`config.mk`:
```
export PLATFORM = sky130hd
export DESIGN_NAME = button_press_classifier
export DESIGN_NICKNAME = d
export VERILOG_FILES = /design/src/rtl/button_press_classifier.sv
export SDC_FILE = /design/constraint.sdc
export NUM_CORES = 1
export LEC_CHECK = 0
export BUFFER_PORTS_ARGS = -buffer_cell sky130_fd_sc_hd__buf_2
export CORE_UTILIZATION = 50
export DETAILED_ROUTE_END_ITERATION = 8
export PLACE_DENSITY = 0.67
export SLEW_MARGIN = 30
export SYNTH_ARGS = -nofsm -noshare
export SYNTH_HDL_FRONTEND = slang
export SYNTH_SLANG_ARGS = --single-unit
```
`constraint.sdc`:
```
create_clock -name clk -period 5.2 [get_ports clk]
set_clock_uncertainty 0.15 [all_clocks]
set_input_delay 0.78 -clock clk [delete_from_list [all_inputs] [get_ports clk]]
set_output_delay 0.78 -clock clk [all_outputs]
set_load 0.02 [all_outputs]
```
`src/rtl/button_press_classifier.sv`:
```
// Classifies debounced button gestures into short press, long press and double click pulses.
// Optional auto-repeat while a long press is held: define BPC_AUTO_REPEAT_EN.
module button_press_classifier #(
    parameter int LONG_TICKS   = 100_000_000,
    parameter int DCLICK_TICKS = 30_000_000,
    parameter int REPEAT_TICKS = 20_000_000
) (
    input  logic clk,
    input  logic reset_n,
    input  logic p_edge,
    input  logic n_edge,
    output logic short_press,
    output logic long_press,
    output logic double_click,
    output logic repeat_tick,
    output logic busy
);

    localparam int MAX_LD = (LONG_TICKS > DCLICK_TICKS) ? LONG_TICKS : DCLICK_TICKS;
    localparam int MAX_T  = (MAX_LD > REPEAT_TICKS) ? MAX_LD : REPEAT_TICKS;
    localparam int CNT_W  = $clog2(MAX_T + 1);

    typedef enum logic [2:0] {
        S_IDLE,
        S_PRESS,
        S_LONG,
        S_GAP,
        S_PRESS2
    } state_e;

    state_e           state_q, state_d;
    logic [CNT_W-1:0] cnt_q, cnt_d;
    logic             short_q, short_d;
    logic             long_q, long_d;
    logic             dbl_q, dbl_d;
    logic             repeat_q, repeat_d;
    logic             busy_q, busy_d;
    logic             p_ev, n_ev;
    logic             cnt_clr, cnt_hold;

    // Simultaneous edges cancel each other; only a lone edge is an event.
    assign p_ev = p_edge & ~n_edge;
    assign n_ev = n_edge & ~p_edge;

    always_comb begin
        state_d  = state_q;
        short_d  = 1'b0;
        long_d   = 1'b0;
        dbl_d    = 1'b0;
        repeat_d = 1'b0;
        cnt_clr  = 1'b0;
        cnt_hold = 1'b0;
        case (state_q)
            S_IDLE: begin
                cnt_hold = 1'b1;
                if (p_ev) state_d = S_PRESS;
            end
            S_PRESS: begin
                if (n_ev) begin
                    state_d = S_GAP;
                end else if (cnt_q == CNT_W'(LONG_TICKS - 1)) begin
                    state_d = S_LONG;
                    long_d  = 1'b1;
                end
            end
            S_LONG: begin
                if (n_ev) begin
                    state_d = S_IDLE;
                end else begin
`ifdef BPC_AUTO_REPEAT_EN
                    if (cnt_q == CNT_W'(REPEAT_TICKS - 1)) begin
                        repeat_d = 1'b1;
                        cnt_clr  = 1'b1;
                    end
`else
                    cnt_hold = 1'b1;
`endif
                end
            end
            S_GAP: begin
                if (p_ev) begin
                    state_d = S_PRESS2;
                end else if (cnt_q == CNT_W'(DCLICK_TICKS - 1)) begin
                    state_d = S_IDLE;
                    short_d = 1'b1;
                end
            end
            S_PRESS2: begin
                if (n_ev) begin
                    state_d = S_IDLE;
                    dbl_d   = 1'b1;
                end else if (cnt_q == CNT_W'(LONG_TICKS - 1)) begin
                    state_d = S_LONG;
                    dbl_d   = 1'b1;
                end
            end
            default: state_d = S_IDLE;
        endcase

        if ((state_d != state_q) || cnt_clr) begin
            cnt_d = '0;
        end else if (cnt_hold) begin
            cnt_d = cnt_q;
        end else begin
            cnt_d = cnt_q + CNT_W'(1);
        end
        busy_d = (state_d != S_IDLE);
    end

    always_ff @(posedge clk or negedge reset_n) begin
        if (!reset_n) begin
            state_q  <= S_IDLE;
            cnt_q    <= '0;
            short_q  <= 1'b0;
            long_q   <= 1'b0;
            dbl_q    <= 1'b0;
            repeat_q <= 1'b0;
            busy_q   <= 1'b0;
        end else begin
            state_q  <= state_d;
            cnt_q    <= cnt_d;
            short_q  <= short_d;
            long_q   <= long_d;
            dbl_q    <= dbl_d;
            repeat_q <= repeat_d;
            busy_q   <= busy_d;
        end
    end

    assign short_press  = short_q;
    assign long_press   = long_q;
    assign double_click = dbl_q;
    assign repeat_tick  = repeat_q;
    assign busy         = busy_q;

endmodule

```
# Word-level counts from Yosys, hierarchy flattened

Cells that the tools add are included.

Eq/ne operators: 8
Reductions and logical operators: 2
Add/sub/neg operators: 1
Mux-type cells: 20
Bitwise gates (word level): 4

Operators by type and width:

| kind                                                                     | count |
|---|---|
| 27-bit 2-to-1 mux                                                        | 2 |
| 27-bit by 1-bit adder with 27-bit output (second input constant)         | 1 |
| 27-bit by 25-bit equality test with 1-bit output (second input constant) | 1 |
| 27-bit equality test (second input constant)                             | 1 |
| 3-bit 2-to-1 mux                                                         | 7 |
| 3-bit one-hot mux with 5 select lines                                    | 1 |
| 1-bit 2-to-1 mux                                                         | 9 |
| 3-bit by 2-bit equality test with 1-bit output (second input constant)   | 2 |
| 3-bit by 1-bit equality test with 1-bit output (second input constant)   | 1 |
| 3-bit equality test (second input constant)                              | 1 |
| 3-bit logical NOT                                                        | 1 |
| 3-bit inequality test                                                    | 1 |
| 3-bit nonzero test                                                       | 1 |
| 1-bit AND                                                                | 2 |
| 2-bit by 1-bit inequality test with 1-bit output (second input constant) | 1 |
| 1-bit NOT                                                                | 2 |
| 1-bit one-hot mux with 2 select lines                                    | 1 |

Word-level logic and storage cells: 41
Output and inout port bits: 5
Input port bits: 4
Flip-flop bits (word level): 34

# Logic depth before layout (Yosys ltp)

Gate-level depths: netlist (run 1).

Word-level depth: 6
Mapped depth: 8
Depth with buffers taken out: 6

# Least setup slack after synthesis (run 1)

OpenSTA, ideal clock, no wires.

Path kind: input-to-reg
From: in p_edge
To: reg cnt_q[18]
Stages: 6
Setup slack: 2.659 ns
Required time: 4.964 ns
Setup time: 0.086 ns
Path buffers: 1
Data arrival time: 2.305 ns
Path through: nand3b_1 -> a2111o_1 -> clkbuf_1 -> or3b_2 -> xor2_1 -> nor3_1

Longest elaborated chain between the ends: 6
Elaborated cells between the ends (all ways): 14
Those cells by class: 2 x eq/ne; 9 x mux; 3 x bitwise

RTL lines:

| element                                                                                                | RTL line   | source |
|---|---|---|
| start: declaration                                                                                     | 10         | `input logic p_edge,` |
| 1-bit NOT                                                                                              | 43         | `assign n_ev = n_edge & ~p_edge;` |
| 1-bit AND                                                                                              | 43         |  |
| 3-bit 2-to-1 mux, on equally long branches                                                             | 89, 59, 67 |  |
| 3-bit one-hot mux with 5 select lines                                                                  | 53         | `case (state_q)` |
| 3-bit inequality test                                                                                  | 100        | `if ((state_d != state_q) \|\| cnt_clr) begin` |
| 2-bit by 1-bit inequality test with 1-bit output (no source line) or 27-bit 2-to-1 mux (tied branches) | n/a        |  |
| end signal: assignment                                                                                 | 121        | `cnt_q <= cnt_d;` |
| end: declaration                                                                                       | 32         | `logic [CNT_W-1:0] cnt_q, cnt_d;` |

Parallel ways exist; a longest one is shown, timed or not.
A chain may end at the register's enable or synchronous reset.

# Worst setup path in the final report (run 1)

From: reg cnt_q[10]
To: reg cnt_q[8]

Longest elaborated chain between the ends: 6
Elaborated cells between the ends (all ways): 11
Those cells by class: 4 x eq/ne; 7 x mux

RTL lines:

| element                                                                                                | RTL line |
|---|---|
| 27-bit equality test or 27-bit by 25-bit equality test with 1-bit output (tied branches)               | 61, 92, 83 |
| 3-bit 2-to-1 mux, on equally long branches                                                             | 61, 92, 83 |
| 3-bit 2-to-1 mux, on equally long branches                                                             | 89, 59, 81 |
| 3-bit one-hot mux with 5 select lines (*)                                                              | 53 |
| 3-bit inequality test (*)                                                                              | 100 |
| 2-bit by 1-bit inequality test with 1-bit output (no source line) or 27-bit 2-to-1 mux (tied branches) | n/a |

Mark *: on every way between the ends. The rest lies on a longest branch, timed or not.

==> flow_summary.toml, run 1 <==
[logic_synthesis]
synth-async-reset-ratio = 1.000
ys.flop_type = "dfrtp_1"
syn_area_per_cell_um2 = 9.375
ys_types = 42
synth-compound-area-share = 0.07227
synth-xor-area-share = 0.1185
mappedNetlistArea_um2 = 1922
synth_edf_count = 0
synth_top_family_by_area = "simple AND/OR/NAND/NOR gates"
synth_nets = 210
synthSimpleGateAreaFrac = 0.3092
ys_seq_area_frac = 0.4427
synth.area.mux_share = 0.005208
synth_adder_area_share = 0.006510
synth-seq-cells = 34
ys_warn_count = 0
synth_cells = 205

[power_and_ir_drop]
vdd_drop_max_mv = 0.1968
leakagePower_nw = 0.7911
p_per_area_nw_per_um2 = 332.3

[drt]
detail-route-antenna-nets = 0
firstDrtPassIters = 4
wirelength_um = 3943
wl_per_cell_um = 15.34
avgViaCountPerCell = 6.000
num_vias = 1542
drt_iter0_markers = 103
route.detailed.drc = 0

[clocking]
clock-sinks = 34
cts_resized = 0
clk_pin_slew_worst_paths_ns = 0.06
htreeDepth = 2
cts_setup_buffers = 0
cts_tree = "yes"
postCtsHoldBufs = 0
clock-root-buffer = "clkbuf_8"
cts_buffer_depth = 2
clkLatencyLatePin_ns = 0.28
cts_buffers = 5

[setup_path]
crit_slowest_cell = "o21ai_4"
end_kind = "flop"
worstRegToRegCells = 5
arrival_ns = 2.71
r2r_slack_ns = 2.47
required_ns = 5.18
reg2reg_to = "cnt_q[8]"
crit_path_cell_trace = "or4b_1, or4_4, or2_1, o21ai_4, nor3_1"
max_stage_delay_ns = 0.60
worst_setup_path_start_kind = "flop"
rr_startpoint = "cnt_q[10]"
cp_max_fo = 27
crit_type = "flop to flop"

[timing]
setup_ws_ns = 2.465
relSlewSlack = 0.5040
finalSetupViolations = 0
rsz0062_at_grt = "no"
drv_slew = 0
post-route-period-util = 0.5260
fin_crit_ns = 2.735
final_hold_viol_count = 0
tightest_slew_ns = 0.7440
max_freq_mhz = 365.6
fin_tns_setup_ns = 0

[run_status]
outcome = "finished clean"

[placed_design]
place.gp.congestion = 0.8546
dpl.hpwl_um = 2733
dp.cells = 250
pre_cts_ws_ns = 2.277
io_buffers = 7

[floorplan]
die_x_um = 64.00
core-area_um2 = 3661
dieArea_um2 = 4095
io_pins = 9
die_h_um = 64.00
start_util = 0.5249
std_cell_rows = 22

[job]
drv_cap = 0

[final_layout]
area_delta_synth_final_pct = 6.054
drive_above_1_share = 0.08134
layout_commonest_cell = "nor3_1"
finalNonFillerCells = 257
diodes = 0
finalNetCount = 214
final_cell_mix = "nor3_1 (35), dfrtp_1 (34), xnor2_1 (16), nand2_1 (14), nand3_1 (11)"

[global_routing]
grt_usage = 0.2256
antenna_found_initial = 0
grt_max_degree = 35
grt_pass1_wl_um = 7051
grt_pass1_vias = 1577
gr-total-overflow = 0

[worst_hold_path]
min_path_type = "input pin to asynchronous set/reset pin"
[how the worst max path moves through the flow]
| stage | start | endpoint | slack, ns | cells past startpoint |
|---|---|---|---|---|
| floorplan | p_edge | cnt_q[18] | 2.66 | 6 |
| global placement | p_edge | cnt_q[11] | 2.34 | 6 |
| detailed placement | cnt_q[10] | cnt_q[8] | 2.28 | 5 |
| CTS | cnt_q[10] | cnt_q[8] | 2.27 | 5 |
| global route | cnt_q[10] | cnt_q[2] | 2.30 | 5 |
| finish | cnt_q[10] | cnt_q[8] | 2.47 | 5 |
[power breakdown]
group | internal, mW | switching, mW | leakage [nW] | total (mW)
registers | 0.287 | 0.0316 | 0.459 | 0.319
clock network | 0.0920 | 0.0832 | 0.0383 | 0.175
logic | 0.0594 | 0.124 | 0.294 | 0.183
[stage by stage]
| step | hold slack (ns) | area (um2) | total power [mW] | utilization |
|---|---|---|---|---|
| finish | 0.4119 | 2038 | 0.6773 | 0.5567 |
| global route | 0.4571 | 2038 | 0.7246 | 0.5567 |
| CTS | 0.4338 | 2032 | 0.6807 | 0.5550 |
| detailed placement | 0.4173 | 1956 | 0.5055 | 0.5342 |
| global placement | 0.4121 | 1956 | 0.4938 | 0.5342 |
| floorplan | 0.3344 | 1922 | 0.4729 | - |
[synth_stat cells (3+ instances only)]
cell type | number | area share
nor3_1 | 35 | 0.091
dfrtp_1 | 34 | 0.44
xnor2_1 | 16 | 0.073
nand2_1 | 14 | 0.027
nand3_1 | 11 | 0.029
nor2_1 | 10 | 0.020
xor2_1 | 10 | 0.046
inv_1 | 6 | 0.012
nand4_1 | 6 | 0.020
and4_1 | 5 | 0.023
a21oi_1 | 4 | 0.010
and3_1 | 4 | 0.013
buf_2 | 4 | 0.010
o21ai_0 | 4 | 0.010
and2_1 | 3 | 0.0098
clkbuf_1 | 3 | 0.0059
nand2b_1 | 3 | 0.0098
[final cells by class]
type / count / area (um2)
inverter: 6 / 22.52
sequential: 34 / 850.8
multi-input combinational: 155 / 993.5
tap: 48 / 60.06
clock buffer: 7 / 76.32
fill: 336 / 1623
timing repair buffer: 7 / 35.03
[registers in the layout (all words and copies together), names as in the netlist]
register	cells
busy	1
long_press	1
state_q	3
double_click	1
short_press	1
cnt_q	27
[critical path: cells and delay by family (launching register included)]
family	cells	cell delay (ns)
AO/OA/AOI/OAI	1	0.60
flip-flops	1	0.42
AND/OR/NAND/NOR	4	1.41
[cell families (layout without fill, tap and decap cells)]
family / count (synthesis) / after routing
other: 1 / 1
AOI/OAI and AO/OA: 19 / 19
xor gates and xnor gates: 26 / 26
and+or+nand+nor: 107 / 107
buffers and inverters: 16 / 20
DFF: 34 / 34
muxes: 1 / 1
adders and majority gates: 1 / 1
[layer usage]
| layer | vias up | part of all wire | global-route usage |
|---|---|---|---|
| li1 | 736 | - | - |
| met1 | 763 | 0.45 | 0.2776 |
| met2 | 37 | 0.50 | 0.3870 |
| met3 | 6 | 0.034 | 0.03750 |
| met4 | 0 | 0.014 | 0.09943 |
| met5 | - | 0 | 0 |
Note: power is estimated with default switching activity, not from simulation.
==> run 2, diff against run 1 <==
ABC_AREA = 1   (was default)
clock period = 2.6 ns   (was 5.2 ns; I/O delays follow)
==> flow_summary.toml, run 2 <==
[drt]
avgViaCountPerCell = 4.849
firstDrtPassIters = 4
drt_iter0_markers = 67
wl_per_cell_um = 12.39
detail-route-antenna-nets = 0
num_vias = 1634
wirelength_um = 4175
route.detailed.drc = 0

[setup_path]
required_ns = 2.66
arrival_ns = 2.31
cp-startpoint = "cnt_q[0]"
worstRegToRegCells = 14
worstSetupEndpoint = "cnt_q[22]"
worst_setup_path_start_kind = "flop"
reg2reg_to = "cnt_q[22]"
rr_startpoint = "cnt_q[0]"
end_kind = "flop"
crit_type = "flop to flop"
r2r_slack_ns = 0.35
cp_max_fo = 12

[clocking]
clock-sinks = 34
clock-root-buffer = "clkbuf_8"
postCtsHoldBufs = 0
htreeDepth = 2
cts_tree = "yes"
cts_buffers = 5
cts_setup_buffers = 0
clkLatencyLatePin_ns = 0.28
clk_pin_slew_worst_paths_ns = 0.07
cts_resized = 0
cts_buffer_depth = 2

[power_and_ir_drop]
switching_share = 0.4297
p_int_mw = 1.131
power_frac_clock = 0.232
leakagePower_nw = 1.009
pwr-share-seq = 0.306
p_comb_frac = 0.462
p_sw_uw = 852.0
p_per_area_nw_per_um2 = 801.1
vdd_drop_max_mv = 0.3928

[timing]
hold_ws_ns = 0.02207
tightest_slew_ns = 0.7601
drv_slew = 0
setup_ws_ns = 0.3477
fin_tns_setup_ns = 0
rsz0062_at_grt = "no"
fin_crit_ns = 2.252
final_hold_viol_count = 0
finalSetupViolations = 0
relSlewSlack = 0.4933
max_freq_mhz = 444.0
post-route-period-util = 0.8663

[floorplan]
die_x_um = 69.38
dieArea_um2 = 4813
die_h_um = 69.38
start_util = 0.5213
io_pins = 9
std_cell_rows = 24
core-area_um2 = 4354

[placed_design]
pre_cts_ws_ns = 0.3762
dpl.hpwl_um = 3188
io_buffers = 7
place.gp.congestion = 0.8086
dp.cells = 329

[global_routing]
gr-total-overflow = 0
grt_pass1_wl_um = 7652
grt_max_degree = 35
grt_pass1_vias = 1697
grt_usage = 0.1999
antenna_found_initial = 0

[worst_hold_path]
min_path_type = "input pin to asynchronous set/reset pin"

[logic_synthesis]
ys.flop_type = "dfrtp_1"
netlist_top_cells_area = "dfrtp_1 (37%), nor2_4 (12%), nand2_1 (8.1%), xor2_1 (7.7%), nor2_1 (7.3%)"
synth_nets = 276
synth_edf_count = 0
yosysMostFrequentCell = "nand2_1"
synth-seq-cells = 34
ys_top_cells_by_count = "nand2_1 (49), nor2_1 (44), dfrtp_1 (34), inv_1 (27), nor2_4 (24)"
ys_seq_area_frac = 0.3749
syn_area_per_cell_um2 = 8.375
post-synth-top-area-cell = "dfrtp_1"
yosysTopAreaCellShare = 0.3749
synth-async-reset-ratio = 1.000
mappedNetlistArea_um2 = 2270
ys_warn_count = 0
ys_types = 28
synth_cells = 271

[final_layout]
final_cell_mix = "nand2_1 (49), nor2_1 (44), dfrtp_1 (34), inv_1 (27), nor2_4 (24)"
diodes = 0
drive_above_1_share = 0.2632
finalNetCount = 289
top_regs = "cnt_q (27), state_q (3)"
area_delta_synth_final_pct = 9.041
largest_reg_flops = 27
layout_commonest_cell = "nand2_1"
utilization = 0.5684
finalNonFillerCells = 337
top_register = "cnt_q"

[job]
drv_cap = 0

[run_status]
outcome = "finished clean"
-- run 2: how the worst min path moves through the flow --
stage / slack, ns / depth (start not counted) / to / from
3_3_place_gp: 0.36 / 1 / cnt_q[5] / reset_n
6_report: 0.02 / 1 / cnt_q[7] / reset_n
4_1_cts: 0.05 / 1 / cnt_q[1] / reset_n
5_1_grt: 0.1 / 1 / cnt_q[7] / reset_n
2_1_floorplan: -0.06 / 0 / busy / reset_n
3_5_place_dp: 0.36 / 1 / cnt_q[7] / reset_n
-- run 2: cell families after synthesis --
family / synth area share
other: 0.001652
DFF: 0.3749
xor gates and xnor gates: 0.09261
and+or+nand+nor: 0.4283
muxes: 0.004410
AOI/OAI and AO/OA: 0.01324
buffers and inverters: 0.07939
adders and majority gates: 0.005512
-- run 2: cell type report --
cell class / instances / area (um2)
multi-input combinational: 199 / 1239
clock buffer: 8 / 110.1
tap: 52 / 65.06
timing repair buffer: 10 / 82.58
inverter: 34 / 127.6
fill: 407 / 1879
sequential: 34 / 850.8
-- run 2: critical path, cell delays in order, from the launching register on --
cell,delay [ns]
dfrtp_1,0.39
ha_1,0.19
nand2_2,0.09
nor2_2,0.12
nand2_2,0.10
nor2_4,0.11
nand2_2,0.08
nand3_2,0.10
nand2_4,0.07
nand2_4,0.07
nand2_1,0.06
nand2_2,0.08
nand3_4,0.22
buf_12,0.25
nor2_1,0.11
-- run 2: layer usage --
metal,wire length (um),track usage,vias up
li1,-,-,852
met1,1979,0.2677,750
met2,2002,0.3204,24
met5,0,0,-
met3,124,0.04215,8
met4,70,0.07029,0
-- run 2: power groups by stage --
stage	logic, mW	registers (mW)	clock network (mW)
after global placement	0.919	0.615	0
final	0.916	0.607	0.460
after detailed placement	0.921	0.617	0
after global routing	0.997	0.611	0.495
after floorplan	0.769	0.621	0
after CTS	0.926	0.606	0.473
-- run 2: per-stage QoR --
step                      cell area (um2)  power [mW]
after global placement               2365       1.534
after floorplan                      2270       1.390
after global routing                 2475       2.104
after detailed placement             2365       1.537
final                                2475       1.983
after CTS                            2475       2.005
